==> src/rtl/vec_rd_pkg.sv <==
// Shared types and defaults for the vector-memory read-port scheduler.
package vec_rd_pkg;

  typedef enum logic {
    IDLE  = 1'b0,
    BURST = 1'b1
  } state_t;

  localparam int DEF_AW = 32;
  localparam int DEF_LW = 8;

  // Requester-id width; a single requester still needs one bit of owner tag.
  function automatic int owner_w(input int n);
    return (n > 1) ? $clog2(n) : 1;
  endfunction

endpackage

==> src/rtl/vec_rd_scheduler_burst_counter.sv <==
// Loadable AW-bit up-counter used as the burst word-address generator.
module burst_counter #(
  parameter int AW = 32
) (
  input  logic          clk,
  input  logic          rst,
  input  logic          load,
  input  logic [AW-1:0] load_val,
  input  logic          en,
  output logic [AW-1:0] out
);

  // Load wins over count; the address wraps naturally at 2^AW.
  always_ff @(posedge clk or negedge rst) begin
    if (!rst) begin
      out <= '0;
    end else if (load) begin
      out <= load_val;
    end else if (en) begin
      out <= out + AW'(1);
    end
  end

endmodule

==> src/rtl/vec_rd_scheduler.sv <==
// Round-robin burst read scheduler: grants one requester, then walks its
// burst through the single synchronous-read vector memory port.
module vec_rd_scheduler
  import vec_rd_pkg::*;
#(
  parameter int NREQ = 2,
  parameter int AW   = DEF_AW,
  parameter int LW   = DEF_LW,
  localparam int OW  = owner_w(NREQ)
) (
  input  logic               clk,
  input  logic               rst,
  input  logic [NREQ-1:0]    req_valid,
  input  logic [NREQ*AW-1:0] req_base,
  input  logic [NREQ*LW-1:0] req_len,
  output logic [NREQ-1:0]    req_ready,
  output logic               mem_rd,
  output logic [AW-1:0]      mem_addr,
  input  logic               mem_stall,
  output logic               rd_valid,
  output logic [OW-1:0]      rd_owner,
  output logic               rd_last,
  output logic [NREQ-1:0]    done,
  output logic               busy
);

  state_t          state;
  state_t          state_nx;
  logic [OW-1:0]   rr_ptr;
  logic [OW-1:0]   owner;
  logic [OW-1:0]   grant;
  logic            grant_vld;
  logic [AW-1:0]   grant_base;
  logic [LW-1:0]   grant_len;
  logic [LW-1:0]   remaining;
  logic            accept;
  logic            issue;
  logic            last_issue;

  // Cyclic search for the first pending requester starting at rr_ptr.
  always_comb begin
    int            idx;
    logic [OW-1:0] idx_w;
    idx        = 0;
    idx_w      = '0;
    grant      = '0;
    grant_vld  = 1'b0;
    grant_base = '0;
    grant_len  = '0;
    for (int k = 0; k < NREQ; k++) begin
      idx = int'(rr_ptr) + k;
      if (idx >= NREQ) idx = idx - NREQ;
      idx_w = OW'(idx);
      if (!grant_vld && req_valid[idx_w]) begin
        grant_vld = 1'b1;
        grant     = idx_w;
      end
    end
    for (int k = 0; k < NREQ; k++) begin
      if (OW'(k) == grant) begin
        grant_base = req_base[k*AW +: AW];
        grant_len  = req_len[k*LW +: LW];
      end
    end
  end

  always_ff @(posedge clk or negedge rst) begin
    if (!rst) state <= IDLE;
    else      state <= state_nx;
  end

  // req_ready is forced low while reset is held so every output reads zero.
  always_comb begin
    state_nx  = state;
    req_ready = '0;
    accept    = 1'b0;
    issue     = 1'b0;
    case (state)
      IDLE: begin
        if (grant_vld) begin
          req_ready[grant] = rst;
          accept           = 1'b1;
          if (grant_len != '0) state_nx = BURST;
        end
      end
      BURST: begin
        issue = !mem_stall;
        if (issue && remaining == LW'(1)) state_nx = IDLE;
      end
      default: state_nx = IDLE;
    endcase
  end

  assign last_issue = issue && (remaining == LW'(1));
  assign mem_rd     = (state == BURST);
  assign busy       = (state == BURST);

  always_ff @(posedge clk or negedge rst) begin
    if (!rst) begin
      rr_ptr    <= '0;
      owner     <= '0;
      remaining <= '0;
      rd_valid  <= 1'b0;
      rd_owner  <= '0;
      rd_last   <= 1'b0;
      done      <= '0;
    end else begin
      rd_valid <= issue;
      rd_last  <= last_issue;
      done     <= '0;
      if (issue) begin
        rd_owner  <= owner;
        remaining <= remaining - LW'(1);
      end
      if (last_issue) done[owner] <= 1'b1;
      // Empty bursts complete immediately without touching memory.
      if (accept) begin
        rr_ptr    <= (grant == OW'(NREQ - 1)) ? '0 : grant + OW'(1);
        owner     <= grant;
        remaining <= grant_len;
        if (grant_len == '0) done[grant] <= 1'b1;
      end
    end
  end

  burst_counter #(.AW(AW)) u_addr (
    .clk      (clk),
    .rst      (rst),
    .load     (accept && (grant_len != '0)),
    .load_val (grant_base),
    .en       (issue),
    .out      (mem_addr)
  );

endmodule

==> config.mk <==
export PLATFORM = sky130hd
export DESIGN_NAME = vec_rd_scheduler
export DESIGN_NICKNAME = d
export VERILOG_FILES = /design/src/rtl/vec_rd_pkg.sv /design/src/rtl/vec_rd_scheduler_burst_counter.sv /design/src/rtl/vec_rd_scheduler.sv
export SDC_FILE = /design/constraint.sdc
export NUM_CORES = 1
export LEC_CHECK = 0
export CORE_UTILIZATION = 44
export DETAILED_ROUTE_END_ITERATION = 8
export PLACE_DENSITY = 0.84
export SLEW_MARGIN = 20
export SYNTH_ARGS = -nofsm -noshare
export SYNTH_HDL_FRONTEND = slang
export SYNTH_SLANG_ARGS = --single-unit
==> constraint.sdc <==
create_clock -name clk -period 2.3 [get_ports clk]
set_input_delay 0.46 -clock clk [delete_from_list [all_inputs] [get_ports clk]]
set_output_delay 0.46 -clock clk [all_outputs]
set_load 0.005 [all_outputs]
Yosys cells after proc, flatten, opt, wreduce, memory -nomap -nowiden:

Cells that the tools add are included.

* muxes and demuxes: 33
* order comparisons: 8
* reductions and logical operators: 12
* add/sub/neg operators: 6
* equal/unequal tests: 1
* bitwise gates (word level): 3

Operator list (number)
* 2-to-1 mux 32 bit: 3
* adder 32 x 1 -> 32 bit (second input constant): 1
* 2-to-1 mux 8 bit: 3
* 2-to-1 mux 1 bit: 19
* 2-to-1 mux 2 bit: 5
* == test 8 x 1 -> 1 bit (second input constant): 1
* zero test 8 bit: 1
* < comparator 1 x 2 -> 1 bit (second input constant): 4
* nonzero test 8 bit: 1
* subtractor 8 x 1 -> 8 bit (second input constant): 1
* logical AND 1 bit: 6
* nonzero test 2 bit: 2
* adder 1 x 1 -> 2 bit (second input constant): 1
* AND 2 bit: 1
* demux 1 bit (select 1 bit): 2
* >= comparator 1 bit (second input constant): 2
* >= comparator 1 x 2 -> 1 bit (second input constant): 1
* >= comparator 2 bit (second input constant): 1
* zero test 1 bit: 2
* bitwise OR 2 bit: 1
* one-hot mux 1 bit (2 select lines): 1
* subtractor 1 bit (second input constant): 2
* adder 1 bit (second input constant): 1
* inverter 1 bit: 1

* flip-flop bits (word level): 48
* output and inout bits: 41
* word-level logic and storage cells: 72
* bits of input ports: 85

Depth between registers and ports, before layout:

Gate-level depths: netlist of run 1.

* word-level depth: 15
* mapped depth: 8
* gate-level depth less buffers: 6

Hierarchy:

A second synthesis of run 1 with hierarchy kept.

* cells, all modules: 349
* area total of the unflattened synthesis: 3278.1 um^2

Modules (own cells, without submodules)
* burst_counter: sequential area each 800.8 um^2, cells each 219, area an instance 1966.9 um^2, times used 1
* vec_rd_scheduler: sequential area each 400.4 um^2, cells each 130, area an instance 1311.3 um^2, times used 1

Worst setup path before layout of run 1:

Ideal clock, no wire load.

* kind: input -> register
* start point: input mem_stall
* end point: register u_addr.out[22]
* path slack: 0.505 ns
* arrival: 1.691 ns
* cell stages on the path: 6
* required time: 2.196 ns
* path buffers: 1
* setup time: 0.104 ns
* path through: nand2b_1 -> clkbuf_1 -> or4_1 -> nor3_2 -> nor3_1 -> a221oi_1

* word-level cells in the longest chain between the ends: 3

RTL lines
* start, declared: RTL line vec_rd_scheduler.sv:19 `input logic mem_stall,`
* zero test 1 bit: RTL line vec_rd_scheduler.sv:87 `issue = !mem_stall;`
* 2-to-1 mux 1 bit: RTL line vec_rd_scheduler.sv:78 `case (state)`
* nonzero test 2 bit (no line)
* end signal, assigned: RTL line vec_rd_scheduler_burst_counter.sv:18 `out <= load_val;`
* end signal, assigned: RTL line vec_rd_scheduler_burst_counter.sv:20 `out <= out + AW'(1);`
* end, declared: RTL line vec_rd_scheduler_burst_counter.sv:10 `output logic [AW-1:0] out`

Every way passes these cells.
A chain may end at the register's enable or synchronous reset.

Worst setup path in the final report of run 1:

* start point: input req_len[12]
* end point: register u_addr.out[28]

* word-level cells in the longest chain between the ends: 4
* elaborated cells on any way between the ends: 5
* classes of those cells: 2 x mux; 3 x reduce/logical

RTL lines
* start, declared: RTL line vec_rd_scheduler.sv:15 `input logic [NREQ*LW-1:0] req_len,`
* 2-to-1 mux 8 bit (*): RTL line vec_rd_scheduler.sv:60 `if (OW'(k) == grant) begin`
* nonzero test 8 bit (*): RTL line vec_rd_scheduler.sv:129 `.load (accept && (grant_len != '0)),`
* logical AND 1 bit (*): RTL line vec_rd_scheduler.sv:129
* 2-to-1 mux 32 bit or nonzero test 2 bit (tied branches)

Every way passes the cells marked *; elsewhere a longest branch is shown, timed or not.

==> impl_metrics.json, run 1 <==
{
  "status": "completed",
  "path_clk_slew_ns": 0.09,
  "min_period_ns": 2.16,
  "yosysUniqueCellTypes": 56,
  "ys.flop_type": "dfrtp_1",
  "p_leak_nw": 2.02,
  "finalMaxSlewViolations": 0,
  "async_flop_share_pct": 100,
  "vias": 3425,
  "cts_buffers": 5,
  "wl_per_cell_um": 16.8,
  "layout_commonest_cell": "clkdlybuf4s50_1",
  "ys_warn_count": 0,
  "timing.fmax_mhz": 463,
  "root_buffer": "clkbuf_8",
  "maxCapViolCount": 0,
  "rsz0062_at_grt": "no",
  "startpoint_type": "primary input",
  "setup_tns_ns": 0,
  "yosys_register_bits": 48,
  "antenna_cells": 0,
  "final.setup_skew_ns": 0.00951,
  "vias_per_cell": 5.65,
  "worstMarginPinSlew_ns": 0.635,
  "nets": 597,
  "min_period_over_period_pct": 93.9,
  "antenna_found_initial": 0,
  "detail_route.iter0.violations": 262,
  "crit_fanout": 12,
  "worstSkewPairLatency_ns": 0.31,
  "critPathRequiredTime_ns": 2.53,
  "mostFrequentLayoutCells": "121 x clkdlybuf4s50_1, 70 x nand2_1, 48 x dfrtp_1, 27 x buf_4, 25 x nor2_1",
  "cp_top_family": "simple AND/OR/NAND/NOR gates",
  "ir_drop_v": 0.000448,
  "rows": 30,
  "syn_inst": 365,
  "drive_gt1_share_pct": 12.5,
  "syn_avg_cell_area_um2": 8.55,
  "port_buffers": 125,
  "max-slew-margin-rel_pct": 57.7,
  "antenna_left": 0,
  "wl_um": 10200,
  "cp-end-kind": "register",
  "cp.arrival_ns": 2.39,
  "slowest_stage": "clkdlybuf4s50_1",
  "clock_path_buffers": 2,
  "hold_viol": 0,
  "slowest_delay_ns": 0.43,
  "detailed_place_hpwl_um": 7740,
  "grt_usage_pct": 28.3,
  "start_util_pct": 45.7,
  "cellPowerDensity_nw_per_um2": 923,
  "yosysSeqAreaShare_pct": 38.5,
  "cts_num_sinks": 48,
  "grt_max_degree": 49,
  "h-tree-depth": 2,
  "synth_area_um2": 3120,
  "fin_total_pwr_mw": 4.42,
  "grt_pass1_wl_um": 16500,
  "hold_buffers": 0,
  "hold_slack_ns": 0.308,
  "setup_violations": 0,
  "cp_cell_sequence": "clkdlybuf4s50_1 > nor4_1 > nand4_1 > and3_1 > buf_12 > or3_1 > o211ai_1",
  "drc_errors": 0,
  "timing_worst_setup_path_type": "in2reg",
  "top_level_ports": 126,
  "first_global_vias": 3448,
  "die_area_um2": 7430,
  "syn-num-nets": 453,
  "routabilityCongestion": 0.894,
  "synth-edff-count": 0,
  "r2r_slack_ns": 0.34,
  "grt_overflow": 0,
  "dr.pass1.iters": 4,
  "fp.coreArea_um2": 6830,
  "syn_to_final_growth_pct": 53.5,
  "die_h_um": 86.2,
  "hold_class": "in2async",
  "die_w_um": 86.2,
  "tritoncts": "built",
  "cp_num_buf_inv": 2
}
-- per-stage QoR --
stage | utilization [%] | setup slack (ns) | instance area [um2] | instances
global route | 70.1 | 0.0108 | 4790 | 606
finish | 70.1 | 0.140 | 4790 | 606
floorplan | - | 0.505 | 3120 | 365
detailed placement | 68.6 | -0.273 | 4680 | 597
global placement | 68.6 | -0.152 | 4680 | 597
CTS | 70.0 | 0.0261 | 4780 | 606
-- metal layers --
layer / vias up / wire (um) / global-route usage, %
met5: - / 0 / 0
met4: 0 / 212 / 9.09
met3: 18 / 551 / 4.38
met2: 124 / 5260 / 50.5
met1: 1642 / 4130 / 35.0
li1: 1641 / - / -
-- cells in the mapped netlist (all sizes together) (9+ instances only) --
cell	n	share of area (%)
nand2	71	8.5
dfrtp	48	39
nand3	26	5.0
nor2	26	3.1
nand4	15	3.4
mux2i	14	4.5
nor3	14	2.4
and3	12	2.5
nor4	12	3.9
a21oi	10	1.6
clkbuf	10	1.2
o21ai	10	1.6
buf	9	1.4
inv	9	1.1
o211ai	9	2.2
-- final timing paths --
check                                      end     startpoint  cells past startpoint
worst max-delay path            u_addr.out[28]    req_len[12]                      7
worst min-delay path             u_addr.out[8]            rst                      2
worst max register to register  u_addr.out[22]  u_addr.out[1]                      6
worst min register to register        rd_owner       rd_owner                      2
max in group asynchronous       u_addr.out[18]            rst                      2
min in group clk                      rd_owner       rd_owner                      2
-- registers in the layout, indices dropped and copies added (netlist names) --
signal,cells
rr_ptr,1
busy,1
u_addr.out,32
owner,1
rd_last,1
rd_owner,1
rd_valid,1
remaining,8
done,2
-- where the power goes --
group	internal [mW]	leakage [nW]	total, mW	switching [mW]
Clock	0.216	0.0404	0.518	0.303
Sequential	1.21	0.572	1.73	0.516
Combinational	1.25	1.41	2.17	0.925
Total	2.67	2.02	4.42	1.74
-- timing repair --
action | CTS | global route
endpoints found under the setup margin | 2 | 9
resized for setup | 3 | 1
pin swaps | 1 | 0
setup buffers | 1 | 0
-- cell families (layout without fill, tap and decap cells) --
group                      after synthesis  count (layout)  share of synthesized area (%)
AOI/OAI and AO/OA                       72              72                           16.8
muxes                                   20              20                           6.66
xor gates and xnor gates                 6               6                           1.68
and+or+nand+nor                        188             188                           31.4
adders and majority gates                3               3                           1.20
buffers and inverters                   28             173                           3.69
DFF                                     48              48                           38.5
-- area by class of cell --
class | instances | area, um2
Tap cell | 96 | 120
Multi-Input combinational cell | 289 | 1810
Clock inverter | 3 | 23.8
Clock buffer | 5 | 68.8
Sequential cell | 48 | 1200
Inverter | 9 | 33.8
Timing Repair Buffer | 156 | 1530
Fill cell | 553 | 2040
No activity file was read; power rests on OpenSTA's default activity.
==> run 2, diff against run 1 <==
Settings changed: CORE_UTILIZATION 44 to 45, PLACE_DENSITY 0.84 to 0.82, SYNTH_HIERARCHICAL from default to 1.
==> impl_metrics.json, run 2 <==
{
  "synth_top_area_share_pct": 36.6,
  "die_w_um": 87.4,
  "antenna_left": 0,
  "worstSkewPairLatency_ns": 0.29,
  "final.setup_skew_ns": 0.00641,
  "synth_top_family_by_area": "simple AND/OR/NAND/NOR gates",
  "rows": 30,
  "timing_worst_setup_path_type": "in2out",
  "cp_cell_sequence": "dlygate4sd2_1 > inv_2 > o21ai_4 > buf_4 > nor2_2 > and2_1 > clkdlybuf4s50_1",
  "grt_usage_pct": 26.3,
  "mostFrequentLayoutCells": "122 x clkdlybuf4s50_1, 48 x dfrtp_1, 35 x nand2_1, 34 x buf_4, 32 x mux2_2",
  "syn_inst": 349,
  "hold_viol": 0,
  "root_buffer": "clkbuf_8",
  "maxCapViolCount": 0,
  "largest_register": "u_addr/out",
  "antenna_found_initial": 0,
  "wl_met3_um": 511,
  "synth_top_area_cell": "dfrtp_1",
  "synth_compound_area_share_pct": 14.6,
  "syn_avg_cell_area_um2": 9.39,
  "top_level_ports": 126,
  "die_h_um": 87.4,
  "vias": 3369,
  "cellPowerDensity_nw_per_um2": 919,
  "fp.coreArea_um2": 6910,
  "ys_top_cells_by_count": "48 x dfrtp_1, 35 x nand2_1, 32 x mux2_2, 27 x o21ai_0, 25 x nor2_1",
  "detail_route.iter0.violations": 172,
  "syn-num-nets": 437,
  "finalMaxSlewViolations": 0,
  "tritoncts": "built",
  "start_util_pct": 47.5,
  "layout_commonest_cell": "clkdlybuf4s50_1",
  "nets": 583,
  "p_int_mw": 2.73,
  "routabilityCongestion": 0.884,
  "dr.pass1.iters": 4,
  "yosysSeqAreaShare_pct": 36.6,
  "grt_pass1_wl_um": 15700,
  "reg_top3": "u_addr/out x32, remaining x8, done x2",
  "drc_errors": 0,
  "yosysUniqueCellTypes": 55,
  "wl_um": 9540,
  "timing.fmax_mhz": 443,
  "p_clk_share_pct": 10.0,
  "slowest_stage": "clkdlybuf4s50_1",
  "max-slew-margin-rel_pct": 52.1,
  "status": "completed",
  "yosys.area_share.simple_pct": 25.4,
  "port_buffers": 125,
  "synth_area_leaders": "dfrtp_1 37%, mux2_2 11%, o21ai_0 4.1%, nand2_1 4.0%, mux2i_1 3.1%",
  "clock_path_buffers": 2,
  "p_sw_mw": 1.77,
  "power.share.switching_pct": 39.4,
  "async_flop_share_pct": 100,
  "ys_warn_count": 6,
  "hold_class": "in2async",
  "first_global_vias": 3325,
  "ys.flop_type": "dfrtp_1",
  "setup_violations": 0,
  "yosys_register_bits": 48,
  "post-route-util_pct": 70.8,
  "wl_met2_um": 4890,
  "vias_per_cell": 5.72,
  "synth-xor-area-share_pct": 3.21,
  "critPathRequiredTime_ns": 1.84,
  "cts_buffers": 5,
  "grt_max_degree": 35,
  "grt_overflow": 0,
  "antenna_cells": 0,
  "synth_fa_ha_area_share_pct": 1.15,
  "highest_layer": "met4",
  "synth.most_common_cell": "dfrtp_1",
  "ir_drop_v": 0.000455,
  "crit_fanout": 4,
  "combPwrFrac_pct": 51.5,
  "setup_tns_ns": 0,
  "synth-edff-count": 0,
  "path_clk_slew_ns": 0.08,
  "cp-end-kind": "primary output",
  "met1_length_um": 3910,
  "cts_num_sinks": 48,
  "drive_gt1_share_pct": 18.7,
  "min_period_over_period_pct": 98.2,
  "detailed_place_hpwl_um": 7460,
  "cp.arrival_ns": 1.80,
  "largest_reg_flops": 32,
  "slowest_delay_ns": 0.49,
  "startpoint_type": "primary input",
  "worstMarginPinSlew_ns": 0.713,
  "wl_per_cell_um": 16.2,
  "min_period_ns": 2.26,
  "syn_to_final_growth_pct": 49.2,
  "synth_mux_area_share_pct": 14.7,
  "die_area_um2": 7630,
  "rsz0062_at_grt": "yes",
  "synth_area_um2": 3280,
  "p_seq_share_pct": 38.5,
  "fin_total_pwr_mw": 4.50,
  "p_leak_nw": 1.89,
  "worstRegToRegCells": 7,
  "h-tree-depth": 2
}
## run 2: cell count changes in the layout (fill, tap and decap cells not counted), moves of 9 or more
cell	previous run	this run
o21ai_0	10	26
nand2_1	70	35
or4_1	1	13
a21oi_1	10	1
nor3_1	13	1
mux2_2	6	32
o31ai_1	0	10
nand3_1	24	11
## run 2: final cells by class
type,count,area [um2]
Clock buffer,5,68.8
Fill cell,558,2020
Inverter,7,26.3
Multi-Input combinational cell,274,1980
Sequential cell,48,1200
Tap cell,96,120
Timing Repair Buffer,159,1500
## run 2: logic make-up after synthesis
group | count (synthesis)
flip-flops | 48
multiplexers | 44
AO/OA/AOI/OAI | 74
XOR/XNOR | 12
AND/OR/NAND/NOR | 141
adder cells (fa/ha/maj) | 3
buffers and inverters | 27
## run 2: critical path: cells and delay by family
kind,cells,cell delay (ns)
AO/OA/AOI/OAI,1,0.07
buffers and inverters,4,1.00
AND/OR/NAND/NOR,2,0.27
## run 2: what timing repair did
action,CTS,global route
setup buffers,0,1
gates resized for setup,2,6
pin swaps,0,1
hold buffers,0,0
setup endpoints to repair,2,7
## run 2: path summary, 6_finish.rpt
path	end	slack (ns)	startpoint
max in group asynchronous	remaining[7]	1.75	rst
max reg2reg	u_addr/out[17]	0.26	busy
max	req_ready[1]	0.04	req_valid[0]
min	u_addr/out[6]	0.13	rst
min reg2reg	rd_owner	0.49	rd_owner
min in group clk	rd_owner	0.49	rd_owner
## run 2: through the flow
stage,hold slack (ns),std cells,setup WS (ns),instance area [um2]
3_5_place_dp,0.454,583,-0.290,4790
3_3_place_gp,0.449,583,-0.208,4790
4_1_cts,0.132,588,0.00949,4860
5_1_grt,0.133,589,-0.0535,4890
6_report,0.134,589,0.0424,4890
2_1_floorplan,0.164,349,0.204,3280
## run 2: layer usage
metal,up-vias,track usage (%)
met4,0,9.69
met1,1607,32.4
met5,-,0
met3,22,3.89
li1,1611,-
met2,129,46.2
## run 2: power groups by stage
stage	sequential [mW]	combinational (mW)	clock, mW
2_1_floorplan	1.61	1.21	0
3_3_place_gp	1.70	2.23	0
3_5_place_dp	1.73	2.30	0
4_1_cts	1.72	2.31	0.468
5_1_grt	1.81	2.53	0.496
6_report	1.73	2.31	0.450
==> run 3, diff against run 2 <==
Settings changed: CORE_UTILIZATION 45 to 40, PLACE_DENSITY 0.82 to 0.78, SYNTH_HIERARCHICAL 1 to default.
Clock period 2.3 ns to 1.9 ns, I/O delays scaled along.
==> impl_metrics.json, run 3 (synthesis results as in run 1) <==
{
  "detailed_place_hpwl_um": 8030,
  "cp-endpoint": "u_addr.out[8]",
  "final.setup_skew_ns": 0.00772,
  "reg_top3": "u_addr.out x32, remaining x8, done x2",
  "slowest_delay_ns": 0.32,
  "grt_overflow": 0,
  "critPathLaunch": "req_len[3]",
  "path_clk_slew_ns": 0.09,
  "antenna_cells": 0,
  "p_int_mw": 3.66,
  "slowest_stage": "nor4_4",
  "antenna_found_initial": 0,
  "max-slew-margin-rel_pct": 57.1,
  "rows": 31,
  "setup_tns_ns": 0,
  "combPwrFrac_pct": 54.0,
  "cp.arrival_ns": 2.08,
  "cp_num_buf_inv": 2,
  "cp-end-kind": "register",
  "p_seq_share_pct": 33.4,
  "vias": 3817,
  "multiInputGateArea_um2": 1960,
  "setup_violations": 0,
  "first_global_vias": 3800,
  "seqCellArea_um2": 1200,
  "worstSkewPairLatency_ns": 0.30,
  "die_h_um": 90.3,
  "startpoint_type": "primary input",
  "antenna_left": 0,
  "routabilityCongestion": 0.859,
  "rr_startpoint": "rr_ptr",
  "worstMarginPinSlew_ns": 0.643,
  "rr_endpoint": "u_addr.out[9]",
  "timing_worst_setup_path_type": "in2reg",
  "power.share.switching_pct": 38.7,
  "drc_errors": 0,
  "crit_fanout": 12,
  "mostFrequentLayoutCells": "104 x clkdlybuf4s50_1, 80 x buf_4, 70 x nand2_1, 48 x dfrtp_1, 25 x nor2_1",
  "cts_buffers": 5,
  "wl_per_cell_um": 17.2,
  "r2r_slack_ns": 0.03,
  "grt_pass1_wl_um": 17900,
  "grt_usage_pct": 27.3,
  "root_buffer": "clkbuf_8",
  "pre_cts_slack_ns": -0.548,
  "timing.fmax_mhz": 532,
  "dr.pass1.iters": 5,
  "post-route-worst-setup-slack_ns": 0.0210,
  "fp.coreArea_um2": 7410,
  "fillers": 518,
  "port_buffers": 125,
  "cp.depth": 7,
  "nets": 650,
  "h-tree-depth": 2,
  "layout_commonest_cell": "clkdlybuf4s50_1",
  "p_clk_share_pct": 12.6,
  "top_level_ports": 126,
  "cts_num_sinks": 48,
  "detail_route.iter0.violations": 226,
  "maxCapViolCount": 0,
  "finalMaxSlewViolations": 0,
  "grt_max_degree": 49,
  "largest_reg_flops": 32,
  "status": "completed",
  "clock_path_buffers": 2,
  "p_leak_nw": 2.39,
  "tritoncts": "built",
  "worstRegToRegCells": 7,
  "critPathRequiredTime_ns": 2.10,
  "p_sw_mw": 2.30,
  "hold_class": "in2async",
  "min_period_ns": 1.88,
  "largest_register": "u_addr.out",
  "cp_cell_sequence": "dlygate4sd2_1 > nor4_4 > o211ai_1 > and3_4 > buf_4 > and3_1 > a211oi_1",
  "drive_gt1_share_pct": 23.8,
  "finalInstanceArea_um2": 5320,
  "die_area_um2": 8150,
  "die_w_um": 90.3,
  "start_util_pct": 42.1,
  "wl_um": 11400,
  "dpl_cell_area_um2": 4910,
  "hold_viol": 0,
  "vias_per_cell": 5.77,
  "syn_to_final_growth_pct": 70.7,
  "cp_top_family": "simple AND/OR/NAND/NOR gates",
  "hold_buffers": 0,
  "min_period_over_period_pct": 98.9,
  "cellPowerDensity_nw_per_um2": 1120,
  "ir_drop_v": 0.000529
}
[run 3: cell count changes in the layout (fill, tap and decap cells not counted), sizes merged, moves of 9 or more]
cell and delta:
nand3 +13, a21oi +9, o21ai -19, dlygate4sd2 +10, nor3 +13, nand2 +36, clkdlybuf4s50 -18, mux2 -28
or4 -12, o31ai -10, buf +50
[run 3: metal layers]
metal | vias to the layer above | routed length [um] | track usage [%]
li1 | 1753 | - | -
met1 | 1871 | 4770 | 33.1
met2 | 165 | 5750 | 48.2
met3 | 28 | 578 | 4.21
met4 | 0 | 272 | 11.2
met5 | - | 0 | 0
[run 3: cell type report]
cell class / count / area share, %
clock buffer: 5 / 1.29
clock inverter: 3 / 0.799
inverter: 9 / 0.635
multi-input combinational: 289 / 36.9
sequential: 48 / 22.6
tap: 99 / 2.33
timing repair buffer: 209 / 35.5
[run 3: power by group through the flow]
stage | sequential [mW] | clock (mW) | combinational [mW]
after floorplan | 1.99 | 0 | 1.25
after global placement | 1.92 | 0 | 2.95
after detailed placement | 1.94 | 0 | 3.03
after CTS | 1.94 | 0.768 | 3.14
after global routing | 2.04 | 0.799 | 3.48
final | 1.99 | 0.750 | 3.22
[run 3: timing repair]
item	in CTS	in global routing
setup buffers	12	7
pin swaps	9	12
gates resized for setup	35	16
gates cloned	1	0
endpoints found under the setup margin	32	31
[run 3: through the flow]
step / instances / total power, mW / utilization, % / hold slack, ns
final: 662 / 5.96 / 71.9 / 0.189
after global routing: 662 / 6.32 / 71.9 / 0.256
after CTS: 656 / 5.85 / 70.4 / 0.221
after detailed placement: 635 / 4.97 / 66.3 / 0.472
after global placement: 635 / 4.87 / 66.3 / 0.466
after floorplan: 365 / 3.24 / - / 0.0844
[run 3: worst min-delay path by stage]
| stage | end | from | cells past startpoint |
|---|---|---|---|
| finish | rr_ptr | rst | 2 |
| global route | rd_last | rst | 2 |
| CTS | rr_ptr | rst | 2 |
| floorplan | busy | rst | 0 |
| global placement | rd_owner | rd_owner | 2 |
| detailed placement | rd_owner | rd_owner | 2 |
